**src/rtl/alu_seq.sv**
```systemverilog
// alu_seq: WIDTH-generic multi-cycle integer ALU (add/sub/mul/div, signed or unsigned)
// with a start/busy/done handshake. Mul/div iterate on operand magnitudes, then sign-fix.
module alu_seq #(
  parameter int WIDTH = 32
) (
  input  logic             clock,
  input  logic             reset,
  input  logic             start,
  input  logic [WIDTH-1:0] op1,
  input  logic [WIDTH-1:0] op2,
  input  logic [1:0]       control,
  input  logic             signed_mode,
  output logic             busy,
  output logic             done,
  output logic [WIDTH-1:0] result,
  output logic [WIDTH-1:0] extra,
  output logic             div_zero
);
  localparam int CW = $clog2(WIDTH);
  localparam logic [1:0] OP_SUB = 2'b01, OP_MUL = 2'b10, OP_DIV = 2'b11;

  typedef enum logic [1:0] {IDLE, RUN, FIX, DONE} state_t;

  state_t           state_q, state_d;
  logic [WIDTH-1:0] a_q, a_d, b_q, b_d, hi_q, hi_d, lo_q, lo_d, res_q, res_d, ext_q, ext_d;
  logic [CW-1:0]    cnt_q, cnt_d;
  logic [1:0]       ctl_q, ctl_d;
  logic             sgn_q, sgn_d, negq_q, negq_d, nega_q, nega_d, done_q, done_d, dz_q, dz_d;

  logic             a_neg, b_neg, is_sub, as_ovf;
  logic [WIDTH-1:0] a_mag, b_mag, b_as;
  logic [WIDTH:0]   as_sum, mul_sum, div_shl, div_dif;
  logic [2*WIDTH-1:0] prod_neg;

  assign a_neg = signed_mode & op1[WIDTH-1];
  assign b_neg = signed_mode & op2[WIDTH-1];
  assign a_mag = a_neg ? -op1 : op1;
  assign b_mag = b_neg ? -op2 : op2;

  // sub is a + ~b + 1, so as_sum[WIDTH] is carry-out = no-borrow
  assign is_sub   = (ctl_q == OP_SUB);
  assign b_as     = is_sub ? ~b_q : b_q;
  assign as_sum   = {1'b0, a_q} + {1'b0, b_as} + {{WIDTH{1'b0}}, is_sub};
  assign as_ovf   = (a_q[WIDTH-1] == b_as[WIDTH-1]) && (as_sum[WIDTH-1] != a_q[WIDTH-1]);

  // {hi,lo} is the product register for mul and the {remainder,dividend/quotient} pair for div
  assign mul_sum  = {1'b0, hi_q} + (lo_q[0] ? {1'b0, b_q} : '0);
  assign div_shl  = {hi_q, lo_q[WIDTH-1]};
  assign div_dif  = div_shl - {1'b0, b_q};
  assign prod_neg = -{hi_q, lo_q};

  always_comb begin
    state_d = state_q;
    a_d     = a_q;
    b_d     = b_q;
    hi_d    = hi_q;
    lo_d    = lo_q;
    res_d   = res_q;
    ext_d   = ext_q;
    cnt_d   = cnt_q;
    ctl_d   = ctl_q;
    sgn_d   = sgn_q;
    negq_d  = negq_q;
    nega_d  = nega_q;
    dz_d    = dz_q;
    done_d  = 1'b0;
    case (state_q)
      IDLE: if (start) begin
        a_d    = op1;
        b_d    = control[1] ? b_mag : op2;
        ctl_d  = control;
        sgn_d  = signed_mode;
        negq_d = a_neg ^ b_neg;
        nega_d = a_neg;
        hi_d   = '0;
        lo_d   = a_mag;
        cnt_d  = CW'(WIDTH - 1);
        dz_d   = 1'b0;
        if (!control[1] || (control == OP_DIV && op2 == '0)) state_d = DONE;
        else                                                   state_d = RUN;
      end
      RUN: begin
        if (ctl_q == OP_MUL) begin
          hi_d = mul_sum[WIDTH:1];
          lo_d = {mul_sum[0], lo_q[WIDTH-1:1]};
        end else if (!div_dif[WIDTH]) begin
          hi_d = div_dif[WIDTH-1:0];
          lo_d = {lo_q[WIDTH-2:0], 1'b1};
        end else begin
          hi_d = div_shl[WIDTH-1:0];
          lo_d = {lo_q[WIDTH-2:0], 1'b0};
        end
        if (cnt_q == '0) state_d = FIX;
        else             cnt_d   = cnt_q - 1'b1;
      end
      FIX: begin
        // truncating division: quotient sign = sign xor, remainder follows dividend
        if (ctl_q == OP_MUL) begin
          if (negq_q) {hi_d, lo_d} = prod_neg;
        end else begin
          if (negq_q) lo_d = -lo_q;
          if (nega_q) hi_d = -hi_q;
        end
        state_d = DONE;
      end
      DONE: begin
        state_d = IDLE;
        done_d  = 1'b1;
        case (ctl_q)
          OP_MUL: begin
            res_d = lo_q;
            ext_d = hi_q;
          end
          OP_DIV: begin
            if (b_q == '0) begin
              res_d = '1;
              ext_d = a_q;
              dz_d  = 1'b1;
            end else begin
              res_d = lo_q;
              ext_d = hi_q;
            end
          end
          default: begin
            res_d = as_sum[WIDTH-1:0];
            ext_d = {{(WIDTH-1){1'b0}}, sgn_q ? as_ovf : as_sum[WIDTH]};
          end
        endcase
      end
      default: state_d = IDLE;
    endcase
  end

  always_ff @(posedge clock or negedge reset) begin
    if (!reset) begin
      state_q <= IDLE;
      a_q     <= '0;
      b_q     <= '0;
      hi_q    <= '0;
      lo_q    <= '0;
      res_q   <= '0;
      ext_q   <= '0;
      cnt_q   <= '0;
      ctl_q   <= '0;
      sgn_q   <= 1'b0;
      negq_q  <= 1'b0;
      nega_q  <= 1'b0;
      done_q  <= 1'b0;
      dz_q    <= 1'b0;
    end else begin
      state_q <= state_d;
      a_q     <= a_d;
      b_q     <= b_d;
      hi_q    <= hi_d;
      lo_q    <= lo_d;
      res_q   <= res_d;
      ext_q   <= ext_d;
      cnt_q   <= cnt_d;
      ctl_q   <= ctl_d;
      sgn_q   <= sgn_d;
      negq_q  <= negq_d;
      nega_q  <= nega_d;
      done_q  <= done_d;
      dz_q    <= dz_d;
    end
  end

  assign busy     = (state_q != IDLE);
  assign done     = done_q;
  assign result   = res_q;
  assign extra    = ext_q;
  assign div_zero = dz_q;
endmodule

```
**config.mk**
```make
export PLATFORM = sky130hd
export DESIGN_NAME = alu_seq
export DESIGN_NICKNAME = d
export VERILOG_FILES = /design/src/rtl/alu_seq.sv
export SDC_FILE = /design/constraint.sdc
export NUM_CORES = 1
export LEC_CHECK = 0
export ABC_CLOCK_PERIOD_IN_PS = 5200
export BUFFER_PORTS_ARGS = -buffer_cell sky130_fd_sc_hd__buf_2
export CORE_MARGIN = 4
export CORE_UTILIZATION = 45
export CTS_CLUSTER_DIAMETER = 150
export DETAILED_ROUTE_END_ITERATION = 6
export PLACE_DENSITY_LB_ADDON = 0.25
export SKIP_LAST_GASP = 1
export SYNTH_ARGS = -nofsm -noshare
export SYNTH_HDL_FRONTEND = slang
export SYNTH_SLANG_ARGS = --single-unit
```
**constraint.sdc**
```tcl
create_clock -name clock -period 5.2 [get_ports clock]
set_clock_uncertainty 0.1 [all_clocks]
set_input_delay 0 -clock clock [delete_from_list [all_inputs] [get_ports clock]]
set_output_delay 0 -clock clock [all_outputs]
set_load 0.01 [all_outputs]
```
==> results.sh <==
export IMPL_outcome="finished clean"
export IMPL_worstSetupEndpointType="register"
export IMPL_ys_ff_latch=206
export IMPL_numPortBuffers=136
export IMPL_io_pins=137
export IMPL_syn_inst=2192
export IMPL_slew_violations=0
export IMPL_finalHoldViolCount=0
export IMPL_grt_pass1_wl_um=102000
export IMPL_routabilityCongestion=0.980
export IMPL_diodes=0
export IMPL_synthMuxAreaShare_pct=6.90
export IMPL_leakage_nw=9.29
export IMPL_cts_clk_slew_worst_paths_ns=0.06
export IMPL_clk_latency_ns=0.57
export IMPL_synth_nets=2372
export IMPL_synth_area_leader_cell="dfrtp_1"
export IMPL_hpwl_um=48600
export IMPL_synthArstFlopShare_pct=100
export IMPL_area_growth_pct=17.3
export IMPL_rsz0062_at_grt="no"
export IMPL_clockRootBuffer="clkbuf_16"
export IMPL_seq_area_frac_synth_pct=28.9
export IMPL_vias_per_cell=6.15
export IMPL_routedWlPerCell_um=22.6
export IMPL_power_density_nw_per_um2=762
export IMPL_timing_fmax_mhz=208
export IMPL_core_area_um2=38900
export IMPL_rows=72
export IMPL_synth_avg_cell_area_um2=8.13
export IMPL_final_antenna_net_count=0
export IMPL_grt_max_degree=109
export IMPL_dieArea_um2=42900
export IMPL_grt_use_met3_pct=4.95
export IMPL_synth_xor_area_share_pct=9.24
export IMPL_period_share_pct=92.6
export IMPL_grt_pass1_vias=17200
export IMPL_yosys_warnings=0
export IMPL_instances_no_fill=2908
export IMPL_path_max_fanout=7
export IMPL_drtIter0Drc=1511
export IMPL_die_h_um=207
export IMPL_grt_use_met2_pct=46.9
export IMPL_synth_cell_types=83
export IMPL_cts_tree="built"
export IMPL_fin_util_pct=53.7
export IMPL_finalCriticalPeriod_ns=4.81
export IMPL_postCtsSetupBuffers=0
export IMPL_syn_area_um2=17800
export IMPL_firstDrtPassIters=6
export IMPL_numCtsBuffers=26
export IMPL_synth_compound_area_share_pct=25.1
export IMPL_finalSetupViolCount=0
export IMPL_drc=0
export IMPL_cap_viol_max_count=0
export IMPL_num_vias=17900
export IMPL_drive_gt1_share_pct=12.8
export IMPL_ys_top_cells_by_count="o21ai_0 (230), dfrtp_1 (206), nand2_1 (195)"
export IMPL_arrival_ns=5.15
export IMPL_yosysMostFrequentCell="o21ai_0"
export IMPL_synth_top_family_by_area="compound AO/OA/AOI/OAI gates"
export IMPL_tightest_slew_ns=0.952
export IMPL_cts_resized=0
export IMPL_total_power_mw=15.9
export IMPL_met1_usage_pct=40.2
export IMPL_required_ns=5.53
export IMPL_drt_wl_total_um=65600
export IMPL_cts_buffer_depth=3
export IMPL_grt_overflow=0
export IMPL_synth_edf_count=0
export IMPL_cts_max_level=1
export IMPL_grt_antenna_before_repair=1
export IMPL_setup_tns_ns=0
export IMPL_dieWidth_um=207
export IMPL_min_path_type="primary input to asynchronous set/reset pin"
export IMPL_peakVddDrop_mv=0.385
export IMPL_synthFlopType="dfrtp_1"
export IMPL_initial_core_util_pct=45.8
export IMPL_cp_start_kind="register"
export IMPL_cts_num_sinks=206
export IMPL_yosys_area_share_simple_pct=17.3
export IMPL_fill_cells=3599
export IMPL_synth_top_area_share_pct=28.9
export IMPL_final_nets=2551
export IMPL_top_usage_layer="met2"
export IMPL_slew_headroom_pct=36.0
export IMPL_path_class="register to register"
export IMPL_synthTopCellsByArea="dfrtp_1 (29%), ha_1 (7.5%), o21ai_0 (6.5%)"
export IMPL_synth_adder_area_share_pct=7.85
export IMPL_dp_cells=2769
export IMPL_grt_util_all_layers_pct=29.4
-- metrics by stage --
stage,hold WS (ns),cell area [um2],worst slack (ns)
3_5_place_dp,0.0355,19100,0.564
4_1_cts,0.0474,20900,0.532
3_3_place_gp,0.0256,19100,0.575
6_report,0.00851,20900,0.385
2_1_floorplan,-0.396,17800,1.33
5_1_grt,0.0893,20900,0.261
-- cell type report --
type / instances / area, um2 / area share [%]
repair buffers: 274 / 1970 / 9.42
flip-flops and latches: 206 / 5150 / 24.7
inverters: 93 / 349 / 1.67
clock inverters: 14 / 185 / 0.886
clock buffers: 33 / 728 / 3.48
well taps: 518 / 648 / 3.10
multi-input cells: 1770 / 11900 / 56.8
-- cell usage in the layout, fill, tap and decap left out, types with 31 or more instances in the layout --
master	count
dlygate4sd3_1	92
buf_4	45
inv_1	91
nand3_1	31
mux2i_1	70
nor2_1	181
xor2_1	67
dfrtp_1	206
a21oi_1	173
xnor2_1	120
o2bb2ai_1	33
ha_1	106
mux2_2	47
nand2_1	194
or3_1	34
nor3_1	59
a21o_1	45
buf_2	135
o21ai_0	229
-- worst max-delay path, stage by stage, from the launching register on --
cell,delay (ns)
dfrtp_1,0.48
inv_1,0.11
ha_1,0.24
inv_1,0.08
fa_1,0.24
a211o_1,0.15
o211ai_1,0.19
a2111oi_0,0.76
buf_4,0.25
o21ai_0,0.20
o31ai_1,0.31
buf_4,0.20
xor2_2,0.40
buf_4,0.23
mux2i_1,0.28
o21ai_1,0.09
or3b_1,0.38
-- metal layers --
layer | vias up | share of wire [%]
met5 | - | 0.026
met4 | 2 | 4.3
met3 | 165 | 8.0
met2 | 826 | 45
met1 | 8542 | 42
li1 | 8357 | -
-- path summary, 6_finish.rpt --
check	startpoint	end	slack, ns	cells past startpoint
setup / recovery	lo_q[31]$_DFFE_PN0P_	hi_q[26]$_DFFE_PN0P_	0.39	16
hold / removal	reset	lo_q[7]$_DFFE_PN0P_	0.009	2
setup reg to reg	lo_q[31]$_DFFE_PN0P_	hi_q[26]$_DFFE_PN0P_	0.39	16
hold reg to reg	result[9]$_DFFE_PN0P_	result[9]$_DFFE_PN0P_	0.38	1
max in group asynchronous	reset	b_q[8]$_DFFE_PN0P_	3.73	3
min in group clock	op1[30]	a_q[30]$_DFFE_PN0P_	0.20	3
-- power by group --
| part | internal, mW | leakage, nW | switching, mW |
|---|---|---|---|
| registers | 2.32 | 2.59 | 1.11 |
| clock network | 1.19 | 0.443 | 0.790 |
| logic | 4.18 | 6.26 | 6.34 |
| total | 7.69 | 9.29 | 8.23 |
-- registers in the layout (all words and copies together), names as in the netlist --
name,count
b_q,32
done,1
div_zero,1
cnt_q,5
a_q,32
result,32
nega_q,1
hi_q,32
extra,32
negq_q,1
sgn_q,1
ctl_q,2
lo_q,32
state_q,2
-- cells by family after synthesis --
logic type | Yosys count
compound gates | 709
simple gates | 646
buf+inv | 216
flops | 206
xor+xnor | 188
mux | 117
fa+ha+maj | 110
-- what timing repair did --
| action | 4_1_cts | 5_1_grt |
|---|---|---|
| hold buffers | 92 | 0 |
| setup endpoints to repair | 0 | 0 |
| endpoints found under the hold margin | 210 | 0 |
Note: power is estimated with default switching activity, not from simulation.
